<file path="config.mk">
export PLATFORM = sky130hd
export DESIGN_NAME = dac_serializer
export DESIGN_NICKNAME = d
export VERILOG_FILES = /design/src/rtl/dac_serializer.sv
export SDC_FILE = /design/constraint.sdc
export NUM_CORES = 1
export LEC_CHECK = 0
export BUFFER_PORTS_ARGS = -buffer_cell sky130_fd_sc_hd__buf_4
export CAP_MARGIN = 10
export CORE_MARGIN = 1.5
export CORE_UTILIZATION = 45
export CTS_BUF_LIST = sky130_fd_sc_hd__clkbuf_16
export DETAILED_ROUTE_END_ITERATION = 12
export PLACE_DENSITY_LB_ADDON = 0.25
export SLEW_MARGIN = 0
export SYNTH_ARGS = -nofsm -noshare
export SYNTH_HDL_FRONTEND = slang
export SYNTH_SLANG_ARGS = --single-unit
</file>
<file path="constraint.sdc">
create_clock -name clk -period 3.75 [get_ports clk]
set_input_delay 0.5625 -clock clk [delete_from_list [all_inputs] [get_ports clk]]
set_output_delay 0.5625 -clock clk [all_outputs]
set_load 0.005 [all_outputs]
</file>
<file path="src/rtl/dac_serializer.sv">
// dac_serializer
//   Buffers 16-bit sine samples from a DDS in a small FIFO and shifts each
//   one out MSB first as a 16-bit frame to a serial DAC.
//
//   Frame timing, with CLK_DIV clk cycles per sclk half-period:
//     - 16 bit periods of 2*CLK_DIV cycles each, with sync_n low.
//     - In each bit period sclk is high for the first half and low for the
//       second half. The DAC samples sdout on the falling edge of sclk.
//     - After the frame comes a 2*CLK_DIV cycle gap with sync_n high.
//     - Then one IDLE cycle, in which the next word is popped.
//
// Parameters
//   CLK_DIV     clk cycles per sclk half-period (1..255)
//   FIFO_DEPTH  sample buffer depth in words (power of two, 2..16)
//
// Ports
//   clk           single clock, all logic on its rising edge
//   reset         synchronous, active-high
//   sample        16-bit sample word, shifted out as raw two's-complement bits
//   sample_valid  one-cycle write strobe
//   sclk          serial clock, idles high
//   sync_n        frame select, active-low
//   sdout         serial data, MSB first
//   busy          high while the FIFO holds words or a frame/gap is running
//   overflow      sticky, set when a sample is dropped because the FIFO is full
//   fifo_count    number of buffered words, 0..FIFO_DEPTH
//
// Handshake: there is no back-pressure. A sample is taken whenever
// sample_valid is high and the FIFO has room. Room also exists when the FIFO
// is full but a word is popped in the same cycle. Otherwise the sample is
// dropped and overflow is set.
module dac_serializer #(
    parameter int CLK_DIV    = 4,
    parameter int FIFO_DEPTH = 4
) (
    input  logic        clk,
    input  logic        reset,
    input  logic [15:0] sample,
    input  logic        sample_valid,
    output logic        sclk,
    output logic        sync_n,
    output logic        sdout,
    output logic        busy,
    output logic        overflow,
    output logic [4:0]  fifo_count
);

    localparam int         AW       = (FIFO_DEPTH > 1) ? $clog2(FIFO_DEPTH) : 1;
    localparam logic [7:0] DIV_LAST = 8'(CLK_DIV - 1);
    localparam logic [4:0] DEPTH    = 5'(FIFO_DEPTH);

    typedef enum logic [1:0] {IDLE, SHIFT, GAP} state_t;

    state_t        state;
    logic [15:0]   mem [FIFO_DEPTH];
    logic [AW-1:0] rd_ptr;
    logic [AW-1:0] wr_ptr;
    logic [15:0]   shreg;
    logic [7:0]    div_cnt;
    logic          half;      // 0: first (sclk high) half, 1: second half
    logic [3:0]    bit_cnt;

    logic pop;
    logic full;
    logic wr;
    logic div_end;

    assign pop     = (state == IDLE) && (fifo_count != 5'd0);
    assign full    = (fifo_count == DEPTH);
    assign wr      = sample_valid && (!full || pop);
    assign div_end = (div_cnt == DIV_LAST);
    assign busy    = (fifo_count != 5'd0) || (state != IDLE);

    // Storage is not reset. Only the pointers and the count define its contents.
    always_ff @(posedge clk) begin
        if (!reset && wr) begin
            mem[wr_ptr] <= sample;
        end
    end

    // FIFO pointers, word count and the sticky overflow flag.
    // Pointers wrap naturally because FIFO_DEPTH is a power of two.
    always_ff @(posedge clk) begin
        if (reset) begin
            rd_ptr     <= '0;
            wr_ptr     <= '0;
            fifo_count <= 5'd0;
            overflow   <= 1'b0;
        end else begin
            if (wr) begin
                wr_ptr <= wr_ptr + AW'(1);
            end
            if (pop) begin
                rd_ptr <= rd_ptr + AW'(1);
            end
            case ({wr, pop})
                2'b10:   fifo_count <= fifo_count + 5'd1;
                2'b01:   fifo_count <= fifo_count - 5'd1;
                default: fifo_count <= fifo_count;
            endcase
            if (sample_valid && !wr) begin
                overflow <= 1'b1;
            end
        end
    end

    // Serializer FSM. All serial outputs are registered here.
    always_ff @(posedge clk) begin
        if (reset) begin
            state   <= IDLE;
            sync_n  <= 1'b1;
            sclk    <= 1'b1;
            sdout   <= 1'b0;
            shreg   <= 16'd0;
            div_cnt <= 8'd0;
            half    <= 1'b0;
            bit_cnt <= 4'd0;
        end else begin
            case (state)
                IDLE: begin
                    if (pop) begin
                        shreg   <= mem[rd_ptr];
                        sdout   <= mem[rd_ptr][15];
                        sync_n  <= 1'b0;
                        sclk    <= 1'b1;
                        div_cnt <= 8'd0;
                        half    <= 1'b0;
                        bit_cnt <= 4'd0;
                        state   <= SHIFT;
                    end
                end
                SHIFT: begin
                    if (!div_end) begin
                        div_cnt <= div_cnt + 8'd1;
                    end else begin
                        div_cnt <= 8'd0;
                        if (!half) begin
                            half <= 1'b1;
                            sclk <= 1'b0;
                        end else begin
                            // End of a bit period: the next bit starts with sclk rising.
                            half <= 1'b0;
                            sclk <= 1'b1;
                            if (bit_cnt == 4'd15) begin
                                sync_n <= 1'b1;
                                sdout  <= 1'b0;
                                state  <= GAP;
                            end else begin
                                bit_cnt <= bit_cnt + 4'd1;
                                shreg   <= shreg << 1;
                                sdout   <= shreg[14];
                            end
                        end
                    end
                end
                GAP: begin
                    // Two half-periods with sync_n high, then back to IDLE.
                    if (!div_end) begin
                        div_cnt <= div_cnt + 8'd1;
                    end else begin
                        div_cnt <= 8'd0;
                        if (!half) begin
                            half <= 1'b1;
                        end else begin
                            half  <= 1'b0;
                            state <= IDLE;
                        end
                    end
                end
                default: state <= IDLE;
            endcase
        end
    end

endmodule

</file>
==> results_dict.tcl, run 1 <==
set metrics [dict create \
    result_of_the_run "complete, no violations" \
    post_cts.resized_instances 0 \
    die_width_um 105 \
    area_growth_syn_to_layout_pct 12.7 \
    synth_fp_nets 393 \
    timing.critical_path.to_type "flip-flop" \
    total_negative_slack_for_setup_checks_ps 0 \
    post_synth_most_frequent_cells "sky130_fd_sc_hd__edfxtp_1, sky130_fd_sc_hd__dfxtp_1, sky130_fd_sc_hd__nor2_1" \
    reg2reg_depth 13 \
    wl_per_cell_um 15.7 \
    transition_at_the_pin_with_the_smallest_max_transition_slack_ps 842 \
    worst_skew_pair.late_latency_ps 350 \
    synth_sequential_area_ratio_pct 59.9 \
    remaining_drc_errors 0 \
    synth_xor_xnor_area_share_pct 1.67 \
    std_cell_core_area_sq_mm 0.0102 \
    vdd_drop_max_v 0.000449 \
    min_from "sample[4]" \
    cts_tree "yes" \
    detail_route.vias_per_cell 5.36 \
    grt_start_max_net_pins 46 \
    synthMuxAreaShare_pct 8.74 \
    port_buffers 28 \
    root_buffer "sky130_fd_sc_hd__clkbuf_16" \
    pwr_density_cell_mw_per_mm2 733 \
    worstPathArrival_ps 3330 \
    place_hpwl_um 5480 \
    first_iter_violations 108 \
    hold-path-endpoint "mem[2][4]$_DFFE_PP_" \
    crit_fanout 5 \
    finalClockSkew_ps 10.2 \
    postSynthAreaPerCell_sq_um 13.1 \
    post_route_cells_drive_above_1_share_pct 21.0 \
    antenna_violations_before_repair 0 \
    cts_buffer_depth 2 \
    critical_path.reg2reg.endpoint "fifo_count[4]$_SDFFE_PP0P_" \
    ant_nets 0 \
    synth_cells 359 \
    synth_simple_gate_area_share_pct 11.7 \
    final_hold_viol_count 0 \
    asyncSetResetFlopFracSynth_pct 0 \
    start_util_pct 46.0 \
    fin_nets 419 \
    synth_top_cell_area_share_pct 40.8 \
    critical_path_required_ps 3990 \
    leftover_overflow_at_the_end_of_global_routing 0 \
    synth_top_family_by_area "simple AND/OR/NAND/NOR gates" \
    number_of_max_cap_violations 0 \
    synth_area_leaders "sky130_fd_sc_hd__edfxtp_1, sky130_fd_sc_hd__dfxtp_1, sky130_fd_sc_hd__mux4_2" \
    power.leakage_nw 1.86 \
    finalMaxSlewViolations 0 \
    finalCriticalPeriod_ps 3090 \
    post_cts_repair_setup_buffers 0 \
    ctsHtreeMaxLevel 3 \
    detail_route.first_pass.iterations 5 \
    slew-limit-headroom_pct 43.9 \
    num_antenna_cells 0 \
    globalRouteTotalUtil_pct 16.1 \
    top_level_ports 29 \
    reg2reg_from "state[1]$_SDFFE_PP0P_" \
    design_power_total_mw 3.89 \
    number_of_cells_on_the_worst_hold_path 1 \
    setup.reg_to_reg.worst_slack_ps 660 \
    setup_viol_count_final 0 \
    clock_sinks 109 \
    finalCritPeriodShare_pct 82.3 \
    grt_setup_unrepaired "no" \
    hold_path.class "in2reg" \
    max_freq_mhz 324 \
    placementRows 37 \
    synth_fa_ha_area_share_pct 4.14 \
    layout.core_utilization_pct 51.9 \
    dr_total_vias 2818 \
    synth_flop_cell "sky130_fd_sc_hd__edfxtp_1" \
    routabilityCongestion 0.762 \
    synth-edff-count 64 \
    finalWirelength_um 8250 \
    grt_first_pass_wirelength_um 13700 \
    netlist-cell-type-count 53 \
    hold_buffers 0 \
    cts_made_buffers 9 \
    synth_compound_area_share_pct 11.1 \
    fillers 871 \
    postSynthRegisterBits 109 \
    crit_type "reg2reg" \
    clkTransAtPathRegs_ps 80 \
    yosysMostFrequentCell "sky130_fd_sc_hd__edfxtp_1" \
    synthesis.yosys.warnings 0 \
    die_h_um 105 \
    die_area_sq_mm 0.0111 \
    first_global_vias 2816 \
    critPathLaunchType "flip-flop" \
    synth_area_sq_mm 0.00471 \
    yosysTopAreaCell "sky130_fd_sc_hd__edfxtp_1" \
]
kinds of logic after synthesis:
kind of cell               count (synthesis)
and+or+nand+nor                          109
DFF                                      109
AOI/OAI and AO/OA                         68
buffers and inverters                     28
muxes                                     21
adders and majority gates                 15
xor gates and xnor gates                   9
placed cells by master, fill, tap and decap left out, types with 8 or more instances in the layout:
master | synthesis | final
sky130_fd_sc_hd__a21oi_1 | 25 | 25
sky130_fd_sc_hd__a211oi_2 | 10 | 10
sky130_fd_sc_hd__edfxtp_1 | 64 | 64
sky130_fd_sc_hd__dfxtp_1 | 45 | 45
sky130_fd_sc_hd__nand2_1 | 21 | 21
sky130_fd_sc_hd__o21ai_0 | 8 | 8
sky130_fd_sc_hd__ha_1 | 14 | 14
sky130_fd_sc_hd__nor2_1 | 42 | 42
sky130_fd_sc_hd__buf_4 | 1 | 31
sky130_fd_sc_hd__mux4_2 | 16 | 16
sky130_fd_sc_hd__inv_1 | 10 | 11
sky130_fd_sc_hd__nor3_1 | 8 | 8
sky130_fd_sc_hd__clkbuf_16 | 0 | 9
layer usage:
| layer | global-route usage [%] | vias up | routed length (um) |
|---|---|---|---|
| li1 | - | 1389 | - |
| met1 | 20.9 | 1389 | 3920 |
| met2 | 25.4 | 34 | 3980 |
| met3 | 5.38 | 6 | 260 |
| met4 | 5.09 | 0 | 82 |
| met5 | 0 | - | 0 |
worst max-delay path, stage by stage (launching register included):
cell                      delay (ps)
sky130_fd_sc_hd__dfxtp_1         360
sky130_fd_sc_hd__inv_1            90
sky130_fd_sc_hd__ha_1            230
sky130_fd_sc_hd__inv_1           150
sky130_fd_sc_hd__nand3_1          90
sky130_fd_sc_hd__nand2_1         190
sky130_fd_sc_hd__ha_1            270
sky130_fd_sc_hd__inv_1           110
sky130_fd_sc_hd__fa_1            380
sky130_fd_sc_hd__nor2b_1         170
sky130_fd_sc_hd__o21ai_0         130
sky130_fd_sc_hd__nand3_1          90
sky130_fd_sc_hd__or3b_2          440
sky130_fd_sc_hd__mux2_2          280
report_power, final:
group | switching, mW | internal (mW)
combinational | 0.792 | 0.606
sequential | 0.144 | 1.45
clock | 0.441 | 0.461
registers in the layout, summed over array words and instances, names as in the netlist, named ones only:
| register | count |
|---|---|
| bit_cnt | 4 |
| div_cnt | 8 |
| fifo_count | 5 |
| half | 1 |
| mem | 64 |
| overflow | 1 |
| rd_ptr | 2 |
| sclk | 1 |
| sdout | 1 |
| shreg | 15 |
| state | 2 |
| sync_n | 1 |
| wr_ptr | 2 |
cell type report:
class / instances / area [sq um] / area share (%)
multi-input cells: 222 / 1760 / 33.1
flip-flops and latches: 109 / 2820 / 53.2
clock inverters: 7 / 55.1 / 1.04
repair buffers: 31 / 233 / 4.38
inverters: 12 / 45.0 / 0.848
clock buffers: 9 / 225 / 4.24
well taps: 136 / 170 / 3.21
per-stage QoR:
stage	area (sq um)	hold slack, ps	setup slack (ps)	cells
final	5310	406	662	526
after global routing	5310	392	465	526
after CTS	5310	391	657	526
after detailed placement	5030	461	674	510
after global placement	5030	456	825	510
after floorplan	4710	446	994	359
worst max path at each step:
stage,start,end,cells after the start
2_1_floorplan,state[0]$_SDFFE_PP0P_,fifo_count[4]$_SDFFE_PP0P_,13
3_3_place_gp,state[0]$_SDFFE_PP0P_,fifo_count[4]$_SDFFE_PP0P_,13
3_5_place_dp,state[1]$_SDFFE_PP0P_,fifo_count[4]$_SDFFE_PP0P_,13
4_1_cts,state[1]$_SDFFE_PP0P_,fifo_count[4]$_SDFFE_PP0P_,13
5_1_grt,state[1]$_SDFFE_PP0P_,fifo_count[4]$_SDFFE_PP0P_,13
6_report,state[1]$_SDFFE_PP0P_,fifo_count[4]$_SDFFE_PP0P_,13
Power figures use the tool's default switching activity.
==> run 2: changes to the inputs <==
==> constraint.sdc (replaced) <==
create_clock -name clk -period 2.5 [get_ports clk]
set_input_delay 0.375 -clock clk [delete_from_list [all_inputs] [get_ports clk]]
set_output_delay 0.375 -clock clk [all_outputs]
set_load 0.005 [all_outputs]
==> results_dict.tcl, run 2 (synthesis gave the netlist of run 1 again) <==
set metrics [dict create \
    result_of_the_run "complete, but fails checks" \
    failed_checks "negative setup slack" \
    transition_at_the_pin_with_the_smallest_max_transition_slack_ps 536 \
    max_freq_mhz 399 \
    remaining_drc_errors 0 \
    detail_route.vias_per_cell 5.38 \
    critical_path_required_ps 2740 \
    wl_per_cell_um 15.8 \
    reg2reg_from "fifo_count[0]$_SDFFE_PP0P_" \
    num_antenna_cells 0 \
    globalRouteTotalUtil_pct 17.2 \
    cts_made_buffers 9 \
    finalMaxSlewViolations 0 \
    post_layout_worst_setup_margin_ps -6.35 \
    die_h_um 105 \
    ctsHtreeMaxLevel 3 \
    largest_register_ff_count 64 \
    post-place-cells 531 \
    min_from "sample[5]" \
    reg2reg_depth 10 \
    root_buffer "sky130_fd_sc_hd__clkbuf_16" \
    timing.critical_path.to_type "flip-flop" \
    clock_sinks 109 \
    leftover_overflow_at_the_end_of_global_routing 0 \
    grt_setup_unrepaired "yes" \
    worstPathArrival_ps 2740 \
    setup_viol_count_final 1 \
    power.leakage_nw 2.01 \
    hold_path.class "in2reg" \
    setup.reg_to_reg.worst_slack_ps -6 \
    most-common-layout-cells "sky130_fd_sc_hd__edfxtp_1, sky130_fd_sc_hd__buf_4, sky130_fd_sc_hd__nor2_1, sky130_fd_sc_hd__dfxtp_1, sky130_fd_sc_hd__a21oi_1" \
    first_iter_violations 154 \
    post_route_cells_drive_above_1_share_pct 29.7 \
    ant_nets 0 \
    place_hpwl_um 5730 \
    grt_start_max_net_pins 46 \
    first_global_vias 3002 \
    area_growth_syn_to_layout_pct 18.4 \
    detail_route.first_pass.iterations 4 \
    fin_area_sq_mm 0.00557 \
    layout.core_utilization_pct 54.5 \
    critPathLaunchType "flip-flop" \
    die_width_um 105 \
    design_power_total_mw 6.27 \
    number_of_max_cap_violations 0 \
    hold_buffers 0 \
    pwr_density_cell_mw_per_mm2 1120 \
    port_buffers 28 \
    finalWirelength_um 8770 \
    placementRows 37 \
    largestRegisters "mem: 64 flops, shreg: 15 flops, div_cnt: 8 flops" \
    std_cell_core_area_sq_mm 0.0102 \
    antenna_violations_before_repair 0 \
    critical_path.reg2reg.endpoint "fifo_count[4]$_SDFFE_PP0P_" \
    top_level_ports 29 \
    max_flop_register "mem" \
    dr_total_vias 2980 \
    finalCriticalPeriod_ps 2510 \
    number_of_cells_on_the_worst_hold_path 1 \
    fin_nets 447 \
    place_area_sq_mm 0.00522 \
    clkTransAtPathRegs_ps 70 \
    die_area_sq_mm 0.0111 \
    crit_type "reg2reg" \
    instances_no_fill 554 \
    final_common_cell "sky130_fd_sc_hd__edfxtp_1" \
    final_hold_viol_count 0 \
    vdd_drop_max_v 0.000544 \
    routabilityCongestion 0.728 \
    grt_first_pass_wirelength_um 14700 \
    start_util_pct 46.0 \
    cts_buffer_depth 2 \
    slew-limit-headroom_pct 64.3 \
    finalClockSkew_ps 4.93 \
    cts_tree "yes" \
    worst_skew_pair.late_latency_ps 350 \
    hold-path-endpoint "mem[2][5]$_DFFE_PP_" \
    crit_fanout 4 \
    finalCritPeriodShare_pct 100 \
]
## run 2: where the power goes
| part | switching (mW) | leakage (nW) | internal (mW) |
|---|---|---|---|
| logic | 1.38 | 0.915 | 1.20 |
| clock network | 0.669 | 0.143 | 0.694 |
| registers | 0.143 | 0.952 | 2.17 |
| total | 2.19 | 2.01 | 4.07 |
## run 2: timing repair
| item | in CTS | in global routing |
|---|---|---|
| pin swaps | 6 | 2 |
| resized for setup | 4 | 3 |
| buffers inserted | 6 | 1 |
| endpoints found under the setup margin | 1 | 1 |
## run 2: through the flow
stage / TNS (ps) / hold WS, ps / setup slack [ps]
after floorplan: -65.3 / 446 / -65.3
after global placement: 0 / 464 / 17.5
after detailed placement: -89.0 / 470 / -89.0
after CTS: -27.3 / 209 / -27.3
after global routing: -105 / 211 / -105
final: -6.35 / 220 / -6.35
## run 2: critical path: stages (launching register included)
cell and delay, ps:
sky130_fd_sc_hd__dfxtp_4 350, sky130_fd_sc_hd__nor4_4 270, sky130_fd_sc_hd__buf_4 160, sky130_fd_sc_hd__a21oi_2 70, sky130_fd_sc_hd__ha_4 190, sky130_fd_sc_hd__ha_1 290, sky130_fd_sc_hd__nor2b_4 140, sky130_fd_sc_hd__o21ai_2 140
sky130_fd_sc_hd__a21oi_1 100, sky130_fd_sc_hd__or3b_4 380, sky130_fd_sc_hd__mux2_4 300
## run 2: how the worst max path moves through the flow
stage                                     from                    endpoint  slack (ps)
global route        fifo_count[0]$_SDFFE_PP0P_  fifo_count[4]$_SDFFE_PP0P_        -100
global placement    fifo_count[0]$_SDFFE_PP0P_  fifo_count[4]$_SDFFE_PP0P_          20
floorplan           fifo_count[0]$_SDFFE_PP0P_  fifo_count[4]$_SDFFE_PP0P_         -70
detailed placement       state[0]$_SDFFE_PP0P_  fifo_count[4]$_SDFFE_PP0P_         -90
finish              fifo_count[0]$_SDFFE_PP0P_  fifo_count[4]$_SDFFE_PP0P_          -6
CTS                 fifo_count[0]$_SDFFE_PP0P_  fifo_count[4]$_SDFFE_PP0P_         -30
## run 2: routing by layer
metal | share of wire, % | wire [um] | vias to the layer above | GRT usage (%)
li1 | - | - | 1441 | -
met1 | 46 | 4030 | 1483 | 21.8
met2 | 50 | 4380 | 47 | 29.3
met3 | 2.8 | 243 | 9 | 3.59
met4 | 1.2 | 109 | 0 | 5.87
met5 | 0 | 0 | - | 0
## run 2: area by class of cell
class,count,area [sq um]
Clock buffer,9,225
Tap cell,136,170
Inverter,12,47.5
Multi-Input combinational cell,222,1800
Sequential cell,109,2830
Timing Repair Buffer,59,443
Fill cell,852,4660
Clock inverter,7,58.8
